$ cat config.mk
export PLATFORM = sky130hd
export DESIGN_NAME = toy_mmio_ctrl
export DESIGN_NICKNAME = d
export VERILOG_FILES = /design/src/rtl/toy_pkg.sv /design/src/rtl/toy_fifo.sv /design/src/rtl/toy_mmio_ctrl.sv
export SDC_FILE = /design/constraint.sdc
export NUM_CORES = 1
export LEC_CHECK = 0
export ABC_AREA = 1
export CAP_MARGIN = 10
export CORE_MARGIN = 5
export CORE_UTILIZATION = 47
export CTS_BUF_LIST = sky130_fd_sc_hd__clkbuf_4 sky130_fd_sc_hd__clkbuf_8
export DETAILED_ROUTE_END_ITERATION = 6
export GPL_ROUTABILITY_DRIVEN = 1
export PLACE_DENSITY = 0.67
export SETUP_SLACK_MARGIN = 0.02
export SYNTH_ARGS = -nofsm -noshare
export SYNTH_HDL_FRONTEND = slang
export SYNTH_HIERARCHICAL = 1
export SYNTH_SLANG_ARGS = --single-unit
$ cat constraint.sdc
create_clock -name clk -period 8.45 [get_ports clk]
set_clock_uncertainty 0.15 [all_clocks]
set_input_delay 1.2675 -clock clk [delete_from_list [all_inputs] [get_ports clk]]
set_output_delay 1.2675 -clock clk [all_outputs]
set_load 0.03 [all_outputs]
$ cat src/rtl/toy_pkg.sv
// Shared constants for the TOY memory-mapped I/O block: STATUS field
// positions, the default window base and a constant-width helper.
package toy_pkg;

    localparam int ST_RX_NEMPTY = 0;
    localparam int ST_TX_NFULL  = 1;
    localparam int ST_RX_OVF    = 2;
    localparam int ST_TX_OVF    = 3;
    localparam int ST_RX_UNF    = 4;
    localparam int ST_RXCNT_LSB = 8;

    localparam logic [7:0] TOY_IO_BASE = 8'hF0;

    // Ceiling log2, usable in parameter and port-width expressions.
    function automatic int clog2(input int value);
        int result;
        int v;
        result = 0;
        v      = value - 1;
        while (v > 0) begin
            result++;
            v = v >> 1;
        end
        return result;
    endfunction

endpackage

$ cat src/rtl/toy_fifo.sv
// Synchronous FIFO with extra-MSB pointers. A pop in the same cycle frees a
// slot for a push while full; an empty FIFO presents 0 on rdata.
module toy_fifo
    import toy_pkg::*;
#(
    parameter int WIDTH = 16,
    parameter int DEPTH = 8
) (
    input  logic                  clk,
    input  logic                  reset,
    input  logic                  push,
    input  logic                  pop,
    input  logic [WIDTH-1:0]      wdata,
    output logic [WIDTH-1:0]      rdata,
    output logic                  full,
    output logic                  empty,
    output logic [clog2(DEPTH):0] count
);

    localparam int AW = clog2(DEPTH);

    logic [AW:0]      wptr_q, wptr_d;
    logic [AW:0]      rptr_q, rptr_d;
    logic [WIDTH-1:0] mem_q [DEPTH];
    logic             do_push;
    logic             do_pop;

    assign empty = (wptr_q == rptr_q);
    assign full  = (wptr_q[AW] != rptr_q[AW]) && (wptr_q[AW-1:0] == rptr_q[AW-1:0]);
    assign count = wptr_q - rptr_q;

    assign do_pop  = pop && !empty;
    assign do_push = push && (!full || do_pop);

    assign wptr_d = wptr_q + {{AW{1'b0}}, do_push};
    assign rptr_d = rptr_q + {{AW{1'b0}}, do_pop};

    // NOTE: sequential state uses non-blocking assignments so every register
    // samples pre-edge values regardless of block ordering.
    always_ff @(posedge clk) begin
        if (reset) begin
            wptr_q <= '0;
            rptr_q <= '0;
        end else begin
            wptr_q <= wptr_d;
            rptr_q <= rptr_d;
        end
    end

    // NOTE: storage is deliberately not reset; the pointers alone define which
    // entries are valid, and a reset-free array maps onto plain RAM.
    always_ff @(posedge clk) begin
        if (do_push) begin
            mem_q[wptr_q[AW-1:0]] <= wdata;
        end
    end

    assign rdata = empty ? '0 : mem_q[rptr_q[AW-1:0]];

endmodule

$ cat src/rtl/toy_mmio_ctrl.sv
// Multi-channel MMIO controller: per channel an RX FIFO (producer to CPU) and
// a TX FIFO (CPU to consumer), DATA/STATUS register pairs at the top of memory.
module toy_mmio_ctrl
    import toy_pkg::*;
#(
    parameter int                 DATA_W     = 16,
    parameter int                 ADDR_W     = 8,
    parameter int                 NUM_CH     = 2,
    parameter int                 FIFO_DEPTH = 8,
    parameter logic [ADDR_W-1:0]  BASE_ADDR  = ADDR_W'(TOY_IO_BASE)
) (
    input  logic                     clk,
    input  logic                     reset,
    input  logic [ADDR_W-1:0]        addr,
    input  logic                     read,
    input  logic                     write,
    input  logic [DATA_W-1:0]        din,
    output logic [DATA_W-1:0]        dout,
    output logic                     hit,
    input  logic [NUM_CH-1:0]        rx_valid,
    input  logic [NUM_CH*DATA_W-1:0] rx_data,
    output logic [NUM_CH-1:0]        rx_ready,
    output logic [NUM_CH-1:0]        tx_valid,
    output logic [NUM_CH*DATA_W-1:0] tx_data,
    input  logic [NUM_CH-1:0]        tx_ready
);

    localparam int                AW        = clog2(FIFO_DEPTH);
    localparam int                CW        = ADDR_W - 1;
    localparam logic [ADDR_W-1:0] WIN_WORDS = ADDR_W'(2 * NUM_CH);

    logic [ADDR_W-1:0] off;
    logic [CW-1:0]     sel_ch;
    logic              sel_data;
    logic              sel_status;

    logic              read_q;
    logic              is_data_q;
    logic [CW-1:0]     ch_q;
    logic              pop_strobe;

    logic [DATA_W-1:0] rx_head  [NUM_CH];
    logic [DATA_W-1:0] status_w [NUM_CH];

    assign off        = addr - BASE_ADDR;
    assign hit        = (addr >= BASE_ADDR) && (off < WIN_WORDS);
    assign sel_ch     = off[ADDR_W-1:1];
    assign sel_data   = hit && !off[0];
    assign sel_status = hit && off[0];

    // The target is captured on every read cycle so the pop, which fires on
    // the falling edge of read, acts on what the CPU was actually reading.
    always_ff @(posedge clk) begin
        if (reset) begin
            read_q    <= 1'b0;
            is_data_q <= 1'b0;
            ch_q      <= '0;
        end else begin
            read_q <= read;
            if (read) begin
                is_data_q <= sel_data;
                ch_q      <= sel_ch;
            end
        end
    end

    assign pop_strobe = !read && read_q && is_data_q;

    for (genvar c = 0; c < NUM_CH; c++) begin : gen_ch
        logic              ch_match;
        logic              rx_push, rx_pop, tx_push, status_wr;
        logic              rx_full, rx_empty, tx_full, tx_empty;
        logic [AW:0]       rx_cnt;
        logic [AW:0]       tx_cnt_unused;
        logic [DATA_W-1:0] rx_rdata, tx_rdata;
        logic [2:0]        sticky_q, sticky_d, sticky_set, sticky_clr;
        logic [DATA_W-1:0] status_word;

        assign ch_match  = (sel_ch == CW'(c));
        assign rx_push   = rx_valid[c] && !rx_full;
        assign rx_pop    = pop_strobe && (ch_q == CW'(c));
        assign tx_push   = write && sel_data && ch_match;
        assign status_wr = write && sel_status && ch_match;

        toy_fifo #(
            .WIDTH (DATA_W),
            .DEPTH (FIFO_DEPTH)
        ) u_rx_fifo (
            .clk   (clk),
            .reset (reset),
            .push  (rx_push),
            .pop   (rx_pop),
            .wdata (rx_data[c*DATA_W +: DATA_W]),
            .rdata (rx_rdata),
            .full  (rx_full),
            .empty (rx_empty),
            .count (rx_cnt)
        );

        toy_fifo #(
            .WIDTH (DATA_W),
            .DEPTH (FIFO_DEPTH)
        ) u_tx_fifo (
            .clk   (clk),
            .reset (reset),
            .push  (tx_push),
            .pop   (tx_ready[c]),
            .wdata (din),
            .rdata (tx_rdata),
            .full  (tx_full),
            .empty (tx_empty),
            .count (tx_cnt_unused)
        );

        assign rx_ready[c]                  = !rx_full;
        assign tx_valid[c]                  = !tx_empty;
        assign tx_data[c*DATA_W +: DATA_W]  = tx_rdata;
        assign rx_head[c]                   = rx_rdata;

        // Sticky order {rx_unf, tx_ovf, rx_ovf} mirrors STATUS bits 4..2.
        // A full TX FIFO drops a write only if the consumer is not popping.
        assign sticky_set[0] = rx_valid[c] && rx_full;
        assign sticky_set[1] = tx_push && tx_full && !tx_ready[c];
        assign sticky_set[2] = rx_pop && rx_empty;
        assign sticky_clr    = status_wr ? din[ST_RX_UNF:ST_RX_OVF] : 3'b000;
        assign sticky_d      = (sticky_q & ~sticky_clr) | sticky_set;

        always_ff @(posedge clk) begin
            if (reset) begin
                sticky_q <= '0;
            end else begin
                sticky_q <= sticky_d;
            end
        end

        // NOTE: every output of a combinational block gets a default first so
        // no path leaves it unassigned and a latch is never inferred.
        always_comb begin
            status_word                            = '0;
            status_word[ST_RX_NEMPTY]              = !rx_empty;
            status_word[ST_TX_NFULL]               = !tx_full;
            status_word[ST_RX_UNF:ST_RX_OVF]       = sticky_q;
            status_word[ST_RXCNT_LSB +: AW+1]      = rx_cnt;
        end

        assign status_w[c] = status_word;
    end

    always_comb begin
        dout = '0;
        if (hit) begin
            for (int i = 0; i < NUM_CH; i++) begin
                if (sel_ch == CW'(i)) begin
                    dout = off[0] ? status_w[i] : rx_head[i];
                end
            end
        end
    end

endmodule

Yosys cells after proc, flatten, opt, wreduce, memory -nomap -nowiden. Memory sizes are Yosys's and may differ from the RTL's. A register that Yosys moved wholly into a read port is not among the register bits. Index checks and enable logic that the tools add are counted.

Memories kept: 4. Memory bits (writable): 512. Register bits: 47. Input port bits: 64.

Multiplexer cells: 23. Order comparisons: 2. $add $sub $neg: 11. Equal/unequal tests: 14. Bitwise gates (word level): 6. Reductions and logical operators: 53.

Memories: gen_ch[0].u_rx_fifo.mem_q (depth 8, width 16, read ports 1, clocked after Yosys merged registers in 1, wr ports 1, RTL line toy_fifo.sv:24) `logic [WIDTH-1:0] mem_q [DEPTH];`; gen_ch[0].u_tx_fifo.mem_q (depth 8, width 16, read ports 1, clocked after Yosys merged registers in 1, wr ports 1, RTL line toy_fifo.sv:24); gen_ch[1].u_rx_fifo.mem_q (depth 8, width 16, read ports 1, clocked after Yosys merged registers in 1, wr ports 1, RTL line toy_fifo.sv:24); gen_ch[1].u_tx_fifo.mem_q (depth 8, width 16, read ports 1, clocked after Yosys merged registers in 1, wr ports 1, RTL line toy_fifo.sv:24).

Operators by type and width (count): $mux W16 (9); $logic_and A1 B1 Y1 (35); $add A4 B1 Y4 (8); $mux W3 (6); $eq A4 B4 Y1 (4); $eq A7 B1 Y1 const B (2); $logic_not A7 Y1 (2); $eq A3 B3 Y1 (4); $logic_not A1 Y1 (12); $ge A8 B8 Y1 const B (1); $lt A8 B3 Y1 const B (1); $mux W1 (8); $sub A4 B4 Y4 (2); $sub A8 B8 Y8 const B (1); $and A3 B3 Y3 (2); $not A3 Y3 (2); $or A3 B3 Y3 (2); $logic_or A1 B1 Y1 (4); $ne A1 B1 Y1 (4).

Longest topological paths before layout.
Depth after elaboration: 10. Mapped depth: 16. Gate-level depth less buffers: 15.

Modules after synthesis. The synthesis kept the hierarchy.

Modules (own cells, without submodules): toy_fifo (gen_ch[1].u_rx_fifo ...) (cells an instance 634, times used 2, area each 6167.2 um^2); toy_fifo (gen_ch[0].u_rx_fifo ...) (cells an instance 634, times used 2, area each 6160.9 um^2); toy_mmio_ctrl (cells an instance 209, times used 1, area each 1295.0 um^2).

Least setup slack after synthesis. No wires, ideal clock.

Path type: input port to output port. Start point: input port addr[4]. End point: output port dout[0]. Buffers on the path: 0. Setup slack: 4351 ps. Cell stages on the path: 8. Data arrival time: 2681 ps. Required time: 7033 ps. Path through: ha_1 > nand2_1 > nand2_2 > inv_1 > nand3_4 > inv_1 > o21ai_0 > nor2_1.

Elaborated cells between the ends (all ways): 9. Classes of those cells: add/sub: 1; order compare: 2; eq/ne: 1; mux: 3; reduce/logical: 2.

RTL lines: start, declared (RTL line toy_mmio_ctrl.sv:14) `input logic [ADDR_W-1:0] addr,`; $sub A8 B8 Y8 (RTL line toy_mmio_ctrl.sv:45) `assign off = addr - BASE_ADDR;`; $lt A8 B3 Y1 (RTL line toy_mmio_ctrl.sv:46) `assign hit = (addr >= BASE_ADDR) && (off < WIN_WORDS);`; $logic_and A1 B1 Y1 * (RTL line toy_mmio_ctrl.sv:46); via hit (RTL line toy_mmio_ctrl.sv:19) `output logic hit,`; $mux W16 * (RTL line toy_mmio_ctrl.sv:151) `if (hit) begin`; end, declared (RTL line toy_mmio_ctrl.sv:18) `output logic [DATA_W-1:0] dout,`.

The timed path passes the listed nets; every way through them passes the cells marked *.

Worst setup path after layout.
Start point: register gen_ch[0].u_rx_fifo.rptr_q[0]. End point: output port dout[0].

Cells in the longest elaborated chain, start to end: 6. Elaborated cells between the ends (all ways): 7. Classes of those cells: eq/ne: 1; mux: 5; reduce/logical: 1.

Ends and longest elaborated chain: start, declared (RTL line toy_fifo.sv:23) `logic [AW:0] rptr_q, rptr_d;`; start signal, assigned (RTL line toy_fifo.sv:46) `rptr_q <= rptr_d;`; $eq A4 B4 Y1 (RTL line toy_fifo.sv:28) `assign empty = (wptr_q == rptr_q);`; $mux W16 (RTL line toy_fifo.sv:58) `assign rdata = empty ? '0 : mem_q[rptr_q[AW-1:0]];`; via gen_ch[0].rx_rdata[0] (RTL line toy_mmio_ctrl.sv:75) `logic [DATA_W-1:0] rx_rdata, tx_rdata;`; $mux W16 (RTL line toy_mmio_ctrl.sv:154) `dout = off[0] ? status_w[i] : rx_head[i];`; $mux W16 (2 in series) (RTL line toy_mmio_ctrl.sv:153) `if (sel_ch == CW'(i)) begin`; $mux W16 (RTL line toy_mmio_ctrl.sv:151).

The timed path passes the listed nets, and every way through them passes these cells.

==> reports/qor.txt <==
Fillers: 4733
PnR worst setup slack: 2.76 ns
Drt first pass iters: 5
Die Span X: 245 µm
DRT Wirelength: 60700 µm
H-tree Lvls: 3
Met3 usage: 0.0459
Crit-path max FO: 64
Worst setup path class: flop to output port
Final Util: 0.540
Initial antenna violation count: 2
Post-CTS Setup Inserts: 0
CTS sink cnt: 559
I/O pin cnt: 117
Final Hold Viols: 0
Max-slew violation count: 0
Num rows: 86
Resized cells post-CTS: 0
Fmax achieved: 176 MHz
Final non-filler cell total: 3662
GRT overflow: 0
CP endpoint kind: output port
Most frequent cells in the layout: nand2_1 (721), inv_1 (597), edfxtp_1 (512)
Core outline area: 0.0548 mm²
Wire per inst: 16.6 µm
Via count: 18082
Placed insts: 3488
1st-iter DRT viols: 1187
Synth-to-Final Area Change: 14.3%
Post-Syn Area: 0.0258 mm²
Via/cell ratio: 4.94
Die height: 245 µm
Initial Util: 0.472
Setup Slack @ Placement: 3.04 ns
CTS buffer count: 94
RSZ-0062 raised after global routing: false
Clk_lat worst skew: 0.67 ns
Crit path arrival time: 4.27 ns
Root buf cell: clkbuf_8
Final #Nets: 2976
Final setup violation count: 0
Share of cells above drive strength 1: 0.0937
Mapped Cells: 2733
Vias in the first global route: 17504
Die Area: 0.0598 mm²
RePlAce Congestion: 0.840
Clk pin slew, worst setup/hold paths: 0.06 ns
Status: complete, no violations
Final period util: 0.673
Commonest non-fill, non-tap cell in the layout: nand2_1
GR Util met2: 0.334
Slew @ Worst Pin: 1.15 ns
Power Density: 192 mW/mm²
Global-route wire length before repair: 94400 µm
Post-Syn Area per Cell: 9.46 µm²
Most Crowded Layer GR: met2
I/O Buffers: 116
Gr usage total: 0.200
Hold Crit Class: flop to flop
Final Critical Period: 5.69 ns
CTS tree: built
Setup TNS: 0 ns
Worst endpoint required time: 7.03 ns
Critical Path Source Type: flop
Max cap viols: 0
Hpwl dp: 36000 µm
Antenna Violating Nets Remaining: 0
Hold_buf cts: 0
Worst ir drop on vdd: 150 µV
Met1 Use GR: 0.255
Syn nets: 2829
Synth warnings: 6
Largest net degree at the start of global routing: 67
Hold WS: 0.314 ns
Worst slew margin: 0.230
P_leak: 12.8 nW
DR DRC count: 0
CTS Buffer Depth: 3
[flip-flops by register name, indices dropped and copies added (netlist names)]
signal                   flops
gen_ch.u_rx_fifo/mem_q     256
gen_ch.u_tx_fifo/mem_q     256
gen_ch.sticky_q              6
gen_ch.u_rx_fifo/rptr_q      8
gen_ch.u_tx_fifo/rptr_q      8
gen_ch.u_rx_fifo/wptr_q      8
is_data_q                    1
read_q                       1
ch_q                         7
gen_ch.u_tx_fifo/wptr_q      8
[cell type report]
type                       instances  area (µm²)  area share
sequential                       559       16300       0.552
multi-input combinational       1453        6640       0.225
inverter                         607        2290      0.0774
clock buffer                     139        1690      0.0573
timing repair buffer             165        1520      0.0516
tap                              704         881      0.0298
clock inverter                    33         200     0.00677
antenna                            2        5.00    0.000169
[worst paths after layout]
| kind | startpoint | to | slack, ns | cells after the start |
|---|---|---|---|---|
| worst min-delay path | gen_ch[0].sticky_q[0] | gen_ch[0].sticky_q[0] | 0.31 | 2 |
| worst max register to register | gen_ch[1].u_rx_fifo/rptr_q[1] | gen_ch[1].u_rx_fifo/wptr_q[2] | 5.45 | 14 |
| worst min register to register | gen_ch[0].sticky_q[0] | gen_ch[0].sticky_q[0] | 0.31 | 2 |
| worst max-delay path | gen_ch[0].u_rx_fifo/rptr_q[0] | dout[0] | 2.76 | 12 |
[report_power, final]
part / total [W] / switching, W / internal, W
Clock: 0.00239 / 0.00105 / 0.00134
Sequential: 0.00307 / 0.0000107 / 0.00305
Combinational: 0.000230 / 0.000160 / 0.0000707
Total: 0.00569 / 0.00122 / 0.00447
[through the flow]
| stage | power [W] | area, µm² |
|---|---|---|
| CTS | 0.00575 | 29500 |
| finish | 0.00569 | 29600 |
| detailed placement | 0.00335 | 27700 |
| global route | 0.00591 | 29500 |
| global placement | 0.00335 | 27700 |
| floorplan | 0.00323 | 25800 |
[worst max-delay path, stage by stage (launching register included)]
cell	delay, ns
dfxtp_2	0.58
buf_4	0.52
inv_2	0.54
nand2_1	0.19
nand3_1	0.09
nand3_1	0.10
nand2_1	0.06
nor2_1	0.22
nor2_1	0.08
a21oi_1	0.15
a21oi_1	0.09
nor2_1	0.23
clkdlybuf4s50_1	0.73
[metal layers]
metal	part of all wire	routed length, µm
met2	0.48	29100
met5	0	0
met4	0.035	2100
met3	0.065	3930
met1	0.42	25500
No activity file was read; power rests on OpenSTA's default activity.
